--- config.mk ---
export PLATFORM = sky130hd
export DESIGN_NAME = jc_bidir_n
export DESIGN_NICKNAME = d
export VERILOG_FILES = /design/src/rtl/jc_bidir_n.sv
export SDC_FILE = /design/constraint.sdc
export NUM_CORES = 1
export LEC_CHECK = 0
export BUFFER_PORTS_ARGS = -buffer_cell sky130_fd_sc_hd__buf_2
export CAP_MARGIN = 25
export CORE_AREA = 3 3 46 48
export CTS_CLUSTER_SIZE = 16
export DETAILED_ROUTE_END_ITERATION = 7
export DIE_AREA = 0 0 49 51
export GPL_TIMING_DRIVEN = 0
export REMOVE_ABC_BUFFERS = 1
export SKIP_CTS_REPAIR_TIMING = 1
export SLEW_MARGIN = 5
export SYNTH_ARGS = -nofsm -noshare
export SYNTH_HDL_FRONTEND = slang
export SYNTH_SLANG_ARGS = --single-unit
--- constraint.sdc ---
create_clock -name clk -period 2.3 [get_ports clk]
set_input_delay 0.345 -clock clk [delete_from_list [all_inputs] [get_ports clk]]
set_output_delay 0.345 -clock clk [all_outputs]
set_load 0.02 [all_outputs]
--- src/rtl/jc_bidir_n.sv ---
// Parametrised bidirectional Johnson (twisted-ring) counter with phase index,
// indexed load, wrap pulse and self-correcting illegal-state detection.
module jc_bidir_n #(
  parameter  int WIDTH = 4,
  localparam int PW    = $clog2(2 * WIDTH)
) (
  input  logic             clk,
  input  logic             rst,
  input  logic             en,
  input  logic             go_left,
  input  logic             go_right,
  input  logic             load,
  input  logic [PW-1:0]    load_phase,
  output logic [WIDTH-1:0] q,
  output logic [PW-1:0]    phase,
  output logic             wrap,
  output logic             illegal
);

  localparam int          NSTATES = 2 * WIDTH;
  localparam logic [PW-1:0] LAST  = PW'(NSTATES - 1);
  localparam logic [PW-1:0] ONE   = PW'(1);

  // Phase k <= WIDTH: lowest k bits set; phase WIDTH+j: ones above the lowest j bits.
  function automatic logic [WIDTH-1:0] code_of(input logic [PW-1:0] k);
    logic [WIDTH-1:0] c;
    c = '0;
    for (int i = 0; i < WIDTH; i++) begin
      if (int'(k) <= WIDTH) c[i] = (i < int'(k));
      else                  c[i] = (i >= int'(k) - WIDTH);
    end
    return c;
  endfunction

  // A legal Johnson code has at most one 0/1 boundary between adjacent bits.
  function automatic logic is_valid(input logic [WIDTH-1:0] v);
    int unsigned edges;
    edges = 0;
    for (int i = 0; i < WIDTH - 1; i++) begin
      if (v[i] != v[i+1]) edges++;
    end
    return (edges <= 1);
  endfunction

  logic [WIDTH-1:0] q_q, q_d;
  logic [PW-1:0]    phase_q, phase_d;
  logic             wrap_q, wrap_d;
  logic             illegal_q, illegal_d;
  logic             load_ok;
  logic             q_valid;

  assign load_ok = (int'(load_phase) < NSTATES);
  assign q_valid = is_valid(q_q);

  // NOTE: every always_comb output gets a default first so no path leaves it unassigned (no latch).
  always_comb begin
    q_d       = q_q;
    phase_d   = phase_q;
    wrap_d    = 1'b0;
    illegal_d = 1'b0;
    if (load) begin
      // An out-of-range phase index is dropped and also suppresses stepping.
      if (load_ok) begin
        q_d     = code_of(load_phase);
        phase_d = load_phase;
      end
    end else if (!q_valid) begin
      q_d       = '0;
      phase_d   = '0;
      illegal_d = 1'b1;
    end else if (en && go_left) begin
      q_d     = {q_q[WIDTH-2:0], ~q_q[WIDTH-1]};
      phase_d = (phase_q == LAST) ? '0 : phase_q + ONE;
      wrap_d  = (phase_q == LAST);
    end else if (en && go_right) begin
      q_d     = {~q_q[0], q_q[WIDTH-1:1]};
      phase_d = (phase_q == '0) ? LAST : phase_q - ONE;
      wrap_d  = (phase_q == ONE);
    end
  end

  // NOTE: sequential state uses non-blocking assignments so all flops update from pre-edge values.
  always_ff @(posedge clk) begin
    if (rst) begin
      q_q       <= '0;
      phase_q   <= '0;
      wrap_q    <= 1'b0;
      illegal_q <= 1'b0;
    end else begin
      q_q       <= q_d;
      phase_q   <= phase_d;
      wrap_q    <= wrap_d;
      illegal_q <= illegal_d;
    end
  end

  assign q       = q_q;
  assign phase   = phase_q;
  assign wrap    = wrap_q;
  assign illegal = illegal_q;

endmodule

# [Word level (Yosys, flattened, before mapping)]
# Cells that the tools add are included.
[totals] elab_cells=53 inputBits=9 register_bits=9 out_inout_bits=9
[classes] muxes=20 n_reduce_logical=5 n_eq_ne=6 n_addsub=5 order_cmp=10 bitwise=3
[ops] op="$add 32x1->32 const B" n=2
[ops] op="$mux 32" n=2
[ops] op="$le 32x1->1 const B" n=1
[ops] op="$mux 3" n=6
[ops] op="$mux 4" n=4
[ops] op="$ge 3x4->1 const A" n=2
[ops] op="$mux 1" n=8
[ops] op="$lt 1x3->1 const A" n=2
[ops] op="$lt 2x3->1 const A" n=2
[ops] op="$ge 1x4->1 const A" n=1
[ops] op="$ge 2x4->1 const A" n=1
[ops] op="$ne 4x2->1 const B" n=1
[ops] op="$sub 3x3->4 const B" n=1
[ops] op="$add 3x1->3 const B" n=1
[ops] op="$eq 3x1->1 const B" n=1
[ops] op="$eq 3x3->1 const B" n=1
[ops] op="$le 3x3->1 const B" n=1
[ops] op="$logic_not 3->1" n=1
[ops] op="$ne 1x1->1" n=3
[ops] op="$not 1->1" n=3
[ops] op="$reduce_or 3->1" n=1
[ops] op="$sub 3x1->3 const B" n=1
[ops] op="$logic_and 1x1->1" n=2
[ops] op="$reduce_or 2->1" n=1

# [Logic depth before layout (Yosys ltp)]
[logic_depth] word_depth=9 depth_mapped=7 depth_no_buf=6

# [Worst setup path after synthesis]
# Ideal clock, no wire load.
[synth_path] path_kind="reg2reg" startpoint="register q_q[1] (netlist: q[1])" endpoint="register phase_q[1] (netlist: phase[1])" n_path_buf=0 t_arrival_ns=1.806 setup_slack_ns=0.406 path_stages_with_launch=7 required_ns=2.212 cell_sequence="dfxtp_1 -> xor2_1 -> fa_1 -> nor2_8 -> a21boi_4 -> o211ai_2 -> a311oi_2"
[synth_between] elab_chain_cells=9
[synth_rtl] item="start: declaration" line_no="45" source="logic [WIDTH-1:0] q_q, q_d;"
[synth_rtl] item="start signal: assignment" line_no="90" source="q_q <= q_d;"
[synth_rtl] item="$ne 1x1->1" line_no="40" source="if (v[i] != v[i+1]) edges++;"
[synth_rtl] item="$mux 1" line_no="40"
[synth_rtl] item="$add 32x1->32" line_no="40"
[synth_rtl] item="$mux 32 *" line_no="40"
[synth_rtl] item="$add 32x1->32" line_no="40"
[synth_rtl] item="$mux 32 *" line_no="40"
[synth_rtl] item="$le 32x1->1 *" line_no="42" source="return (edges <= 1);"
[synth_rtl] item="$mux 3" line_no="67" source="end else if (!q_valid) begin"
[synth_rtl] item="$mux 3" line_no="61" source="if (load) begin"
[synth_rtl] item="end signal: assignment" line_no="91" source="phase_q <= phase_d;"
[synth_rtl] item="end: declaration" line_no="46" source="logic [PW-1:0] phase_q, phase_d;"
# Mark *: on every way between the ends. The rest lies on a longest branch, timed or not.
# A chain may end at the register's enable or synchronous reset.

# [Worst setup path after layout]
# Ends and elaborated chain as after synthesis.

==> flow_metrics.py <==
metrics = {
    "power_and_ir_drop": {
        "p_comb_frac": 0.470,
        "netSwitchingFraction": 0.425,
        "cellPowerDensity_nw_per_um2": 779,
        "seqPwrFrac": 0.334,
        "internal-power_w": 0.000384,
        "power_w": 0.000667,
        "p_switching_w": 0.000284,
        "power.leakage_nw": 0.395,
        "vdd_drop_max_v": 0.000300,
        "p_clk_frac": 0.196,
    },
    "synth": {
        "ys_warn_count": 0,
        "async_flop_share": 0,
        "postSynthCellCount": 79,
        "ys_top_cells_by_area": "dfxtp_1, ha_1, nor2_1, mux2_4, a311oi_1",
        "synthesis.area_um2": 741,
        "ys_types": 33,
        "synth_common_cells": "dfxtp_1, nor2_1, ha_1",
        "yosysTopAreaCellShare": 0.243,
        "synth-seq-cells": 9,
        "yosysTopAreaCell": "dfxtp_1",
        "synth_ff_type": "dfxtp_1",
        "syn_avg_cell_area_um2": 9.38,
        "synth_edf_count": 0,
        "yosysSeqAreaShare": 0.243,
    },
    "clock_tree": {
        "cts_tree": "built",
        "cts.path.max_buffers": 2,
        "cts_root_buf": "clkbuf_4",
        "clk-insertion-delay-late_ps": 270,
        "cts_sinks": 9,
        "clk_pin_slew_worst_paths_ps": 70,
        "h-tree-depth": 1,
        "cts_inserted_buffers": 3,
    },
    "global_route": {
        "grt_max_degree": 15,
        "grt_overflow": 0,
        "grt_pass1_wl_mm": 2.60,
        "grt_use_total": 0.135,
        "grt_pass1_vias": 589,
        "grt_antenna_before_repair": 0,
    },
    "floorplan": {
        "dieArea_um2": 2500,
        "die_h_um": 51,
        "num_rows": 15,
        "pin_count": 18,
        "start_util": 0.424,
        "coreArea_um2": 1750,
        "die_w_um": 49,
    },
    "worst_setup_path": {
        "r2r_start": "q[1]$_SDFFE_PP0P_",
        "slowest_stage": "fa_1",
        "path_max_fanout": 7,
        "arrival_ps": 2110,
        "critical_path.max_stage_delay_ps": 550,
        "cp_cell_sequence": "xor2_1 -> fa_1 -> nor2_8 -> a21boi_4 -> o211ai_2 -> a311oi_2",
        "end_kind": "flop",
        "crit_required_ps": 2480,
        "crit_start": "q[1]$_SDFFE_PP0P_",
        "cp-start-kind": "flop",
        "crit_type": "reg -> reg",
    },
    "outcome": {
        "outcome": "finished clean",
    },
    "placement": {
        "hpwlAfterDp_mm": 1.15,
        "port-buffer-count": 17,
        "dp_cells": 118,
        "place_congestion": 0.797,
        "dpl_worst_slack_ps": 369,
    },
    "timing": {
        "relSlewSlack": 0.813,
        "worstMarginPinSlew_ps": 280,
        "finalMaxSlewViolations": 0,
        "max_freq_mhz": 519,
        "min_period_ps": 1930,
        "finalWorstSetupSlack_ps": 375,
        "hold_viol_final": 0,
        "rsz0062_at_grt": "no",
        "fin_tns_setup_ps": 0,
        "setup_violations": 0,
        "period_share": 0.837,
        "fin_worst_skew_ps": 8.88,
    },
    "hold_path": {
        "worstHoldStart": "en",
        "hold_class": "in -> reg",
    },
    "route": {
        "routedWlPerCell_um": 12.8,
        "num_vias": 649,
        "vias_per_cell": 5.32,
        "first_pass_iters": 4,
        "remaining_drc_errors": 0,
        "initialDrtViolationCount": 15,
        "routed_wl_mm": 1.56,
        "antenna_left": 0,
    },
    "finish": {
        "nFillCells": 171,
        "drive_gt1_frac": 0.320,
        "n_antenna_cell": 0,
        "area_growth_pct": 15.7,
        "fin_cells": 122,
        "final_nets": 116,
    },
    "run": {
        "maxCapViolCount": 0,
    },
}
==> flip-flops by register name (all words and copies together), names as in the netlist <==
register and flops:
illegal 1, phase 3, q 4, wrap 1
==> critical path: cells and delay by family, from the launching register on <==
kind | cells | cell delay, ps
compound gates | 3 | 520
flops | 1 | 460
fa+ha+maj | 1 | 550
xor+xnor | 1 | 140
simple gates | 1 | 180
==> power by group through the flow <==
stage	sequential, W	clock (W)	combinational (W)
floorplan	0.000253	0	0.000204
global placement	0.000224	0	0.000312
detailed placement	0.000226	0	0.000315
CTS	0.000222	0.000134	0.000317
global route	0.000229	0.000145	0.000346
finish	0.000223	0.000131	0.000313
==> cell type report <==
| type | count | area (µm²) | share of cell area |
|---|---|---|---|
| Multi-Input combinational cell | 63 | 519 | 0.606 |
| Sequential cell | 9 | 180 | 0.210 |
| Timing Repair Buffer | 17 | 85.1 | 0.0993 |
| Tap cell | 25 | 31.3 | 0.0365 |
| Clock buffer | 4 | 26.3 | 0.0307 |
| Inverter | 4 | 15.0 | 0.0175 |
==> placed cells by master (no fill, tap or decap), types with 3 or more instances in the layout <==
cell	instances
nand2_1	4
clkbuf_4	3
dfxtp_1	9
nor2_1	9
buf_2	17
xor2_1	3
inv_1	4
ha_1	8
nand3_1	3
nand2b_1	4
a311oi_1	3
==> path summary, 6_finish.rpt <==
| check | to | slack [ps] | cells after the start |
|---|---|---|---|
| worst min-delay path | wrap$_SDFF_PP0_ | 350 | 3 |
| worst max-delay path | phase[1]$_SDFFE_PP0P_ | 370 | 6 |
| worst max register to register | phase[1]$_SDFFE_PP0P_ | 370 | 6 |
| worst min register to register | q[0]$_SDFFE_PP0P_ | 570 | 2 |
==> through the flow <==
step	cell area [µm²]	hold WS [ps]	util
2_1_floorplan	714	410	-
4_1_cts	857	349	0.491
3_3_place_gp	831	552	0.476
6_report	857	355	0.491
3_5_place_dp	831	558	0.476
5_1_grt	857	352	0.491
==> per-layer routing <==
layer	vias to the layer above	GRT usage	wire length, µm
li1	326	-	-
met1	295	0.169	723
met2	26	0.213	706
met3	2	0.0437	114
met4	0	0.0569	15
met5	-	0	0
==> kinds of logic (layout without fill, tap and decap cells) <==
kind of cell | count (synthesis) | count (layout) | share of synthesized area
xor gates and xnor gates | 3 | 3 | 0.0355
adders and majority gates | 9 | 9 | 0.162
DFF | 9 | 9 | 0.243
muxes | 2 | 2 | 0.0405
and+or+nand+nor | 27 | 27 | 0.199
AOI/OAI and AO/OA | 22 | 22 | 0.264
buffers and inverters | 7 | 25 | 0.0557
No activity file was read; power rests on OpenSTA's default activity.
